File: src/rtl/sequential_divider.sv
// Iterative unsigned restoring divider: one quotient bit per clock, start/done handshake.
// Results stay on quotient/remainder until the next accepted operation.
module sequential_divider #(
  parameter int WIDTH = 4
) (
  input  logic             clk,
  input  logic             rst,
  input  logic             start,
  input  logic [WIDTH-1:0] A,
  input  logic [WIDTH-1:0] B,
  output logic [WIDTH-1:0] quotient,
  output logic [WIDTH-1:0] remainder,
  output logic             busy,
  output logic             done,
  output logic             div_by_zero
);

  localparam int CNT_W = (WIDTH > 2) ? $clog2(WIDTH) : 1;
  localparam logic [CNT_W-1:0] LAST = CNT_W'(WIDTH - 1);

  localparam logic [0:0] IDLE = 1'b0;
  localparam logic [0:0] RUN  = 1'b1;

  logic [0:0]       state_q, state_d;
  logic [CNT_W-1:0] count_q, count_d;
  logic [WIDTH-1:0] rem_q, rem_d;
  logic [WIDTH-1:0] dvd_q, dvd_d;
  logic [WIDTH-1:0] divisor_q, divisor_d;
  logic [WIDTH-1:0] quotient_q, quotient_d;
  logic [WIDTH-1:0] remainder_q, remainder_d;
  logic             done_q, done_d;
  logic             dbz_q, dbz_d;

  logic [WIDTH:0]   rem_ext;
  logic [WIDTH:0]   trial;
  logic             borrow;
  logic [WIDTH-1:0] rem_next;
  logic [WIDTH-1:0] dvd_next;

  // Bit WIDTH of the (WIDTH+1)-bit difference is the borrow, since rem_ext < 2*divisor.
  always_comb begin
    rem_ext  = {rem_q, dvd_q[WIDTH-1]};
    trial    = rem_ext - {1'b0, divisor_q};
    borrow   = trial[WIDTH];
    rem_next = borrow ? rem_ext[WIDTH-1:0] : trial[WIDTH-1:0];
    dvd_next = {dvd_q[WIDTH-2:0], ~borrow};
  end

  always_comb begin
    state_d     = state_q;
    count_d     = count_q;
    rem_d       = rem_q;
    dvd_d       = dvd_q;
    divisor_d   = divisor_q;
    quotient_d  = quotient_q;
    remainder_d = remainder_q;
    dbz_d       = dbz_q;
    done_d      = 1'b0;

    case (state_q)
      IDLE: begin
        if (start) begin
          if (B == '0) begin
            quotient_d  = '1;
            remainder_d = A;
            dbz_d       = 1'b1;
            done_d      = 1'b1;
          end else begin
            dvd_d     = A;
            divisor_d = B;
            rem_d     = '0;
            count_d   = '0;
            state_d   = RUN;
          end
        end
      end
      RUN: begin
        rem_d   = rem_next;
        dvd_d   = dvd_next;
        count_d = count_q + CNT_W'(1);
        if (count_q == LAST) begin
          quotient_d  = dvd_next;
          remainder_d = rem_next;
          dbz_d       = 1'b0;
          done_d      = 1'b1;
          count_d     = '0;
          state_d     = IDLE;
        end
      end
      default: state_d = IDLE;
    endcase
  end

  always_ff @(posedge clk or negedge rst) begin
    if (!rst) begin
      state_q     <= IDLE;
      count_q     <= '0;
      rem_q       <= '0;
      dvd_q       <= '0;
      divisor_q   <= '0;
      quotient_q  <= '0;
      remainder_q <= '0;
      done_q      <= 1'b0;
      dbz_q       <= 1'b0;
    end else begin
      state_q     <= state_d;
      count_q     <= count_d;
      rem_q       <= rem_d;
      dvd_q       <= dvd_d;
      divisor_q   <= divisor_d;
      quotient_q  <= quotient_d;
      remainder_q <= remainder_d;
      done_q      <= done_d;
      dbz_q       <= dbz_d;
    end
  end

  assign quotient    = quotient_q;
  assign remainder   = remainder_q;
  assign busy        = (state_q == RUN);
  assign done        = done_q;
  assign div_by_zero = dbz_q;

endmodule

File: config.mk
export PLATFORM = sky130hd
export DESIGN_NAME = sequential_divider
export DESIGN_NICKNAME = d
export VERILOG_FILES = /design/src/rtl/sequential_divider.sv
export SDC_FILE = /design/constraint.sdc
export NUM_CORES = 1
export LEC_CHECK = 0
export BUFFER_PORTS_ARGS = -buffer_cell sky130_fd_sc_hd__buf_2
export CAP_MARGIN = 15
export CELL_PAD_IN_SITES_DETAIL_PLACEMENT = 1
export CELL_PAD_IN_SITES_GLOBAL_PLACEMENT = 1
export CORE_MARGIN = 5
export CORE_UTILIZATION = 42
export CTS_BUF_LIST = sky130_fd_sc_hd__clkbuf_16
export CTS_CLUSTER_SIZE = 40
export DETAILED_ROUTE_END_ITERATION = 12
export PLACE_DENSITY_LB_ADDON = 0.25
export SYNTH_ARGS = -nofsm -noshare
export SYNTH_HDL_FRONTEND = slang
export SYNTH_SLANG_ARGS = --single-unit
File: constraint.sdc
create_clock -name clk -period 2.9 [get_ports clk]
set_input_delay 0.29 -clock clk [delete_from_list [all_inputs] [get_ports clk]]
set_output_delay 0.29 -clock clk [all_outputs]
set_load 0.01 [all_outputs]
==> metrics.txt <==
outcome=finished, final reports clean; TritonCTS clock tree=built; unrepaired setup endpoints after global routing=false; syn avg cell area=9.33 sq um; DR top layer=met4; largest net degree at the start of global routing=26; crit path kind=register to register; placeable core area=3030 sq um; leakage=0.746 nW; vias per cell=about 5.2; Critical Path Max Stage Delay=0.42 ns; fraction of registers with async set/reset=1.00; Max-Cap Viols=0; total track usage=0.171; setup TNS=0 ns; Final period util=0.817; final std cells w/o fill=207; Area Overhead vs Synth=16.6%; Seq. cell area=626 sq um; Worst Setup End Kind=register; clock sinks=25; I/O Buffers=21; Area contributors post-synth=dfrtp_1 (47%), nand2_1 (7.1%), o21ai_0 (6.0%); CTS Hold Bufs=0; Total Die Area=4380 sq um; Post-Syn Instances=142; max_slew headroom=0.634; post-CTS setup buffer count=0; Hold Crit Class=input port to async pin; Post-CTS Resized=0; Syn Nets=159; htree depth=1; top cell type's share of synthesized area=0.472; maximum fanout along the worst path=10; main combinational cell family by area after synthesis=simple AND/OR/NAND/NOR gates; gpl congestion=0.770; pwr/cell area=around 1300 nW/um^2; Worst path slowest cell=fa_1; Yosys reg bits=25; wire length on met3=about 130 um; number of library cell types mapped by synthesis=37; xor/xnor cell area share of the yosys netlist=0.0198; Fin. Hold Viols=0; filler cell count=366; Via Count=about 1100; post-synthesis simple-gate area fraction=0.220; Peak VDD IR=0.459 mV; met2 wire len=1580 um; Inserted Clock Buffers=3; Crit path top cell by count=nand2b_1; YS warnings=0; TritonRoute pass-1 iters=4; num ports=22; crit path DAT=about 2.5 ns; Netlist Area Pre-Place=1330 sq um; Post-Synth Adder-Cell Area=0.0623; DP Wirelength=2540 um; Multi-input gate area=642 sq um; share of layout cells above drive strength 1=0.190; clk_lat worst skew=0.26 ns; Bufs on Longest Clock Path=2; crit path buf inv count=1; required time of the critical path=3.03 ns; sequential share of the synthesized area=0.472; M1 wire length=1560 um; initial core utilization=0.438; Detail Route Antenna Nets=0; final worst path period need=about 2.4 ns; CTS clk-pin slew, worst paths=0.06 ns; area leader, netlist=dfrtp_1; placed cells=203; # DRC=0; Final #Nets=181; diodes inserted=0; drt wl/cell=16.1 um; Post-synth top cells=dfrtp_1 (25), nand2_1 (25), o21ai_0 (16), inv_1 (8), nor2_1 (7); Die X=66.2 um; clk_skew=0.00215 ns; first-pass GRT wire length=around 5700 um; CP Cell Sequence=inv_1 > ha_1 > fa_1 > nand2b_1 > a21oi_2 > xor2_1 > nand2b_1 > a31oi_1; Post-synth EDFFs=0; top_reg_cell synth=dfrtp_1; Tightest Pin Transition=0.549 ns; final number of max-transition violations=0; Largest delay share family, worst path=adder cells; Worst Setup Start Kind=register; die height=66.2 um; # setup viols final=0; Root Driver=clkbuf_16; global route overflow=0; Iter 0 DRT Violations=55; Synth Area in Compound Gates=0.151; Routed WL=3320 um; number of global-route vias before repair=1185; Fmax=0.422 GHz; initial antenna violation count=0; Cell Rows=20; mux share of post-synthesis cell area=0.0312
## area by class of cell
| class | instances | area share |
|---|---|---|
| clock inverter | 1 | 0.00324 |
| clock buffer | 3 | 0.0486 |
| timing repair buffer | 22 | 0.0729 |
| tap | 44 | 0.0356 |
| inverter | 8 | 0.0194 |
| sequential | 25 | 0.405 |
| multi-input combinational | 104 | 0.415 |
## flip-flops by register name, summed over array words and instances (netlist names)
| signal | flops |
|---|---|
| remainder | 4 |
| done | 1 |
| div_by_zero | 1 |
| quotient | 4 |
| count_q | 2 |
| dvd_q | 4 |
| divisor_q | 4 |
| rem_q | 4 |
| busy | 1 |
## report_power, final
part	leakage (nW)	internal [mW]	switching (mW)
Clock	0.0409	0.186	0.121
Combinational	0.401	0.414	0.567
Sequential	0.303	0.522	0.146
Total	0.746	1.12	0.834
## routing by layer
layer  track usage  up-vias
met1         0.220      524
li1              -      532
met2         0.284       23
met5             0        -
met3        0.0357        6
met4        0.0609        0
## placed cells by master (no fill, tap or decap), types with 2 or more instances in the layout
master     count
a21o_1         2
and3_1         2
nand3b_1       3
a21oi_1        5
nor3b_1        2
clkbuf_16      3
xor2_1         2
dfrtp_1       25
nand2_1       25
a31oi_1        2
mux2i_1        3
inv_1          8
or3_1          2
nand2b_1       5
nor2_1         7
ha_1           5
buf_2         21
nand3_1        6
o21ai_0       16
## metrics by stage
step	power [mW]	hold WS (ns)	setup slack (ns)	area [sq um]	util
6_report	1.96	0.0114	0.532	1550	0.510
5_1_grt	2.13	0.0693	0.363	1550	0.510
4_1_cts	1.98	0.0345	0.514	1550	0.510
3_5_place_dp	1.66	0.314	0.611	1470	0.484
3_3_place_gp	1.58	0.324	0.739	1470	0.484
2_1_floorplan	1.34	-0.00559	0.849	1330	-
## worst paths after layout
check	from	to	cells after the start	slack, ns
setup / recovery	dvd_q[3]	remainder[3]	8	0.53
hold / removal	rst	rem_q[0]	1	0.01
setup reg to reg	dvd_q[3]	remainder[3]	8	0.53
hold reg to reg	div_by_zero	div_by_zero	2	0.49
max in group asynchronous	rst	quotient[2]	1	2.52
min in group clk	B[1]	divisor_q[1]	3	0.27
## kinds of logic (layout without fill, tap and decap cells)
kind of cell | count (synthesis) | in the layout
AOI/OAI and AO/OA | 33 | 33
buffers and inverters | 13 | 34
muxes | 4 | 4
and+or+nand+nor | 58 | 58
adders and majority gates | 6 | 6
DFF | 25 | 25
xor gates and xnor gates | 3 | 3
## worst register-to-register path, delay by kind of cell (launching register included)
kind	cells	cell delay [ns]
adders and majority gates	2	0.64
AOI/OAI and AO/OA	2	0.46
DFF	1	0.39
and+or+nand+nor	2	0.37
xor gates and xnor gates	1	0.33
buffers and inverters	1	0.06
(Power assumes the default switching activity.)
